--- src/rtl/shift_engine_pkg.sv ---
// Shared definitions for the multi-cycle shift engine: mode encodings, FSM state type and
// the shift-amount width derivation.
package shift_engine_pkg;

  localparam logic [2:0] ModeSrl = 3'b000;
  localparam logic [2:0] ModeSll = 3'b001;
  localparam logic [2:0] ModeSra = 3'b010;
  localparam logic [2:0] ModeRor = 3'b011;
  localparam logic [2:0] ModeRol = 3'b100;

  typedef enum logic [1:0] {
    StIdle,
    StRun,
    StDone
  } state_e;

  // At least one bit so a WIDTH of 2 still gets a usable shift-amount port.
  function automatic int unsigned shamt_w(input int unsigned width);
    return (width <= 2) ? 1 : $clog2(width);
  endfunction

  function automatic logic is_valid_mode(input logic [2:0] mode);
    return mode <= ModeRol;
  endfunction

endpackage

--- src/rtl/shift_step.sv ---
// Combinational single-bit shift/rotate step with carry-out of the bit that leaves the word.
module shift_step
  import shift_engine_pkg::*;
#(
  parameter int unsigned WIDTH = 16
) (
  input  logic [WIDTH-1:0] data_i,
  input  logic [2:0]       mode_i,
  output logic [WIDTH-1:0] data_o,
  output logic             carry_o
);

  always_comb begin
    data_o  = data_i;
    carry_o = 1'b0;
    case (mode_i)
      ModeSrl: begin
        data_o  = {1'b0, data_i[WIDTH-1:1]};
        carry_o = data_i[0];
      end
      ModeSll: begin
        data_o  = {data_i[WIDTH-2:0], 1'b0};
        carry_o = data_i[WIDTH-1];
      end
      ModeSra: begin
        data_o  = {data_i[WIDTH-1], data_i[WIDTH-1:1]};
        carry_o = data_i[0];
      end
      ModeRor: begin
        data_o  = {data_i[0], data_i[WIDTH-1:1]};
        carry_o = data_i[0];
      end
      ModeRol: begin
        data_o  = {data_i[WIDTH-2:0], data_i[WIDTH-1]};
        carry_o = data_i[WIDTH-1];
      end
      default: ;
    endcase
  end

endmodule

--- src/rtl/shift_engine.sv ---
// Iterative shifter: captures an operand, applies one 1-bit step per cycle for N cycles and
// publishes {carry, result} with a one-cycle completion pulse.
module shift_engine
  import shift_engine_pkg::*;
#(
  parameter int unsigned WIDTH   = 16,
  parameter int unsigned SHAMT_W = shamt_w(WIDTH)
) (
  input  logic               CLK_shift,
  input  logic               RST_shift,
  input  logic [WIDTH-1:0]   A_shift,
  input  logic [WIDTH-1:0]   B_shift,
  input  logic               OP_SEL_shift,
  input  logic [2:0]         ALU_FUN_shift,
  input  logic [SHAMT_W-1:0] SHAMT_shift,
  input  logic               Shift_Enable,
  output logic               SHIFT_Busy,
  output logic [WIDTH:0]     SHIFT_OUT,
  output logic               SHIFT_Flag
);

  state_e             state_q, state_d;
  logic [WIDTH-1:0]   work_q, work_d;
  logic               carry_q, carry_d;
  logic [2:0]         mode_q, mode_d;
  logic [SHAMT_W-1:0] cnt_q, cnt_d;
  logic [WIDTH:0]     out_q, out_d;
  logic               flag_q, flag_d;

  logic [WIDTH-1:0]   step_data;
  logic               step_carry;

  shift_step #(
    .WIDTH(WIDTH)
  ) u_shift_step (
    .data_i (work_q),
    .mode_i (mode_q),
    .data_o (step_data),
    .carry_o(step_carry)
  );

  always_comb begin
    state_d = state_q;
    work_d  = work_q;
    carry_d = carry_q;
    mode_d  = mode_q;
    cnt_d   = cnt_q;
    out_d   = out_q;
    flag_d  = 1'b0;
    unique case (state_q)
      StIdle: begin
        if (Shift_Enable) begin
          work_d  = OP_SEL_shift ? B_shift : A_shift;
          mode_d  = ALU_FUN_shift;
          carry_d = 1'b0;
          // Reserved modes degrade to a zero-length passthrough.
          cnt_d   = is_valid_mode(ALU_FUN_shift) ? SHAMT_shift : '0;
          state_d = StRun;
        end
      end
      StRun: begin
        if (cnt_q != '0) begin
          work_d  = step_data;
          carry_d = step_carry;
          cnt_d   = cnt_q - SHAMT_W'(1);
        end else begin
          state_d = StDone;
        end
      end
      StDone: begin
        out_d   = {carry_q, work_q};
        flag_d  = 1'b1;
        state_d = StIdle;
      end
      default: state_d = StIdle;
    endcase
  end

  always_ff @(posedge CLK_shift) begin
    if (RST_shift) begin
      state_q <= StIdle;
      work_q  <= '0;
      carry_q <= 1'b0;
      mode_q  <= ModeSrl;
      cnt_q   <= '0;
      out_q   <= '0;
      flag_q  <= 1'b0;
    end else begin
      state_q <= state_d;
      work_q  <= work_d;
      carry_q <= carry_d;
      mode_q  <= mode_d;
      cnt_q   <= cnt_d;
      out_q   <= out_d;
      flag_q  <= flag_d;
    end
  end

  assign SHIFT_Busy = (state_q != StIdle);
  assign SHIFT_OUT  = out_q;
  assign SHIFT_Flag = flag_q;

endmodule

--- config.mk ---
export PLATFORM = sky130hd
export DESIGN_NAME = shift_engine
export DESIGN_NICKNAME = d
export VERILOG_FILES = /design/src/rtl/shift_engine_pkg.sv /design/src/rtl/shift_step.sv /design/src/rtl/shift_engine.sv
export SDC_FILE = /design/constraint.sdc
export NUM_CORES = 1
export LEC_CHECK = 0
export BUFFER_PORTS_ARGS = -buffer_cell sky130_fd_sc_hd__buf_2
export CELL_PAD_IN_SITES_DETAIL_PLACEMENT = 2
export CELL_PAD_IN_SITES_GLOBAL_PLACEMENT = 2
export CORE_MARGIN = 2
export CORE_UTILIZATION = 34
export DETAILED_ROUTE_END_ITERATION = 8
export PLACE_DENSITY_LB_ADDON = 0.1
export SYNTH_ARGS = -nofsm -noshare
export SYNTH_HDL_FRONTEND = slang
export SYNTH_HIERARCHICAL = 1
export SYNTH_SLANG_ARGS = --single-unit
export TNS_END_PERCENT = 1
--- constraint.sdc ---
create_clock -name CLK_shift -period 2.33 [get_ports CLK_shift]
set_input_delay 0.466 -clock CLK_shift [delete_from_list [all_inputs] [get_ports CLK_shift]]
set_output_delay 0.466 -clock CLK_shift [all_outputs]
set_load 0.02 [all_outputs]
==> results.py <==
metrics = {
    "outcome": {
        "outcome": "completed",
    },
    "floorplan": {
        "die-width_um": 95.2,
        "die_y_um": 95.2,
        "design.die.area_um2": 9060,
        "start_util_pct": 34.8,
        "floorplan.core_area_um2": 8130,
        "pin_count": 62,
        "placementRows": 33,
    },
    "logic_synthesis": {
        "synth.cells.most_frequent": "53 x nand2_1, 44 x dfxtp_1, 28 x a21oi_1",
        "yosysWarnings": 6,
        "yosys.cell_count.top_type": "nand2_1",
        "synth.net_count": 393,
        "synth_top_cells_by_area": "dfxtp_1 31%, nand2_1 7.0%, o32ai_2 5.8%, a21oi_1 5.0%, a211oi_1 4.2%",
        "post_synth_num_cell_types": 46,
        "synth_cells": 349,
        "number_of_enable_flip_flop_cells_after_synthesis": 0,
        "yosysTopAreaCell": "dfxtp_1",
        "yosysTopAreaCellShare_pct": 31.2,
        "synth_area_um2": 2830,
        "seq_area_frac_synth_pct": 31.2,
        "flop_and_latch_count_out_of_synthesis": 44,
        "asyncSetResetFlopFracSynth_pct": 0,
        "postSynth.topFlopCell": "dfxtp_1",
        "synth_area_per_cell_um2": 8.10,
    },
    "clock_tree": {
        "worstSkewPairLatency_ns": 0.30,
        "cts_hold_fix_bufs": 0,
        "post-cts-setup-buffer-count": 0,
        "cts-htree-levels": 2,
        "tritoncts": "done",
        "cts_buffers": 5,
        "worst_setup_hold_path_clk_slew_ns": 0.09,
        "cts-root-to-sink-buffers": 2,
        "cts.sink_count": 44,
        "cts_root_buf": "clkbuf_8",
        "cts_resized": 0,
    },
    "power_and_ir_drop": {
        "vdd.ir_drop.worst_uv": 242,
        "power_density_nw_per_um2": 753,
        "power.total_uw": 2420,
        "p_leak_uw": 0.00119,
    },
    "timing": {
        "final_period_minus_worst_setup_slack_ns": 1.81,
        "final_min_period_over_clock_period_pct": 77.6,
        "grt_setup_unrepaired": "false",
        "final-setup-viol-count": 0,
        "final-max-slew-violation-count": 0,
        "transition_time_of_the_tightest_slew_check_pin_ns": 0.682,
        "clock-skew-final_ns": 0.0118,
        "worst_slew_margin_rel_pct": 54.5,
        "setup-tns-final_ns": 0,
        "hold_viol_final": 0,
        "fmaxAchievable_mhz": 553,
    },
    "routing": {
        "firstDrtPassIters": 4,
        "drt_iter0_drc": 186,
        "vias_per_std_cell": 5.54,
        "drcViolationCount": 0,
        "detailroute.via_count": 2746,
        "antenna_violating_nets_post_route": 0,
        "finalWirelength_um": 8700,
        "avgRoutedWirePerCell_um": 17.5,
    },
    "setup_path": {
        "crit_end_category": "flop",
        "crit_required_ns": 2.54,
        "r2r_slack_ns": 0.52,
        "timing_worst_setup_path_type": "reg2reg",
        "worst-endpoint-arrival_ns": 2.02,
        "critical_path.startpoint": "mode_q[2]",
        "timing.critical_path.from_type": "flop",
        "rr_startpoint": "mode_q[2]",
        "path_max_fanout": 62,
    },
    "layout": {
        "layout_overhead_on_the_synthesized_area_pct": 13.7,
        "fin_nets": 434,
        "layout.core_utilization_pct": 39.5,
        "antenna_cells": 0,
        "drive_above_1_share_pct": 26.6,
        "fillerInstances": 968,
    },
    "placement": {
        "hpwlAfterDp_um": 6370,
        "finalWeightedCongestion": 0.731,
        "portBuffers": 61,
    },
    "grt": {
        "grt_overall_usage_pct": 20.1,
        "first_global_vias": 2693,
        "grt_max_degree": 63,
        "grt_first_pass_wirelength_um": 14300,
        "number_of_antenna_violations_at_the_first_check_in_global_routing": 0,
        "grt_overflow": 0,
    },
    "run": {
        "max_cap_viol_count": 0,
    },
    "hold_path": {
        "worst_hold_startpoint": "ALU_FUN_shift[2]",
        "hp-class": "in2reg",
    },
}
through the flow:
stage | instance area (µm²) | hold WS (ns) | cells | worst slack (ns)
6_report | 3210 | 0.417 | 496 | 0.522
5_1_grt | 3210 | 0.406 | 496 | 0.353
4_1_cts | 3210 | 0.409 | 496 | 0.517
3_5_place_dp | 3110 | 0.452 | 488 | 0.540
3_3_place_gp | 3110 | 0.440 | 488 | 0.645
2_1_floorplan | 2830 | 0.429 | 349 | 0.856
worst max-delay path: stages, from the launching register on:
cell     delay (ns)
dfxtp_2        0.40
buf_4          0.51
nor2_1         0.14
a21oi_1        0.16
o221a_2        0.21
nor2_1         0.04
o32ai_1        0.25
placed cells by master, fill, tap and decap left out, types with 2 or more instances in the layout:
master	instances
nand2_1	53
nand2b_1	10
o32ai_2	10
a31oi_1	13
dfxtp_1	43
buf_2	61
o32ai_1	6
nand3_1	9
o221a_2	4
nor3b_1	5
nor3_1	7
inv_1	11
a21oi_1	28
o211ai_1	16
clkinv_2	2
clkbuf_8	5
o21ai_0	2
o31a_1	4
nor2_1	27
buf_4	8
a311oi_2	3
a211oi_1	16
o221a_1	3
mux2i_1	5
nor2b_1	19
worst paths after layout:
check	endpoint	cells past startpoint
worst min-delay path	mode_q[2]	3
worst max register to register	work_q[11]	6
worst max-delay path	work_q[11]	6
worst min register to register	SHIFT_OUT[6]	2
layer usage:
metal / global-route usage (%) / routed length (µm)
met5: 0 / 0
met4: 4.35 / 48
met3: 3.16 / 270
met2: 29.8 / 3840
met1: 30.3 / 4550
flip-flops by register name, summed over array words and instances, names as in the netlist:
name,count
SHIFT_OUT,17
work_q,16
cnt_q,4
mode_q,3
state_q,2
SHIFT_Flag,1
carry_q,1
final cells by class:
| type | count | area [µm²] | area share [%] |
|---|---|---|---|
| Clock inverter | 2 | 35.0 | 1.09 |
| Inverter | 13 | 50.0 | 1.56 |
| Clock buffer | 6 | 72.6 | 2.26 |
| Multi-Input combinational cell | 257 | 1680 | 52.2 |
| Sequential cell | 44 | 882 | 27.4 |
| Timing Repair Buffer | 69 | 365 | 11.4 |
| Tap cell | 105 | 131 | 4.09 |
power by group:
part / internal (µW) / switching [µW]
registers: 839 / 144
logic: 354 / 484
clock network: 319 / 281
total: 1510 / 908
cells by family (layout without fill, tap and decap cells):
logic type / Yosys count / in the layout / synth area share [%]
DFF: 44 / 44 / 31.2
muxes: 5 / 5 / 1.77
buffers and inverters: 48 / 90 / 9.51
adders and majority gates: 1 / 1 / 0.442
and+or+nand+nor: 139 / 139 / 24.3
xor gates and xnor gates: 1 / 1 / 0.974
AOI/OAI and AO/OA: 111 / 111 / 31.9
Note: power is estimated with default switching activity, not from simulation.
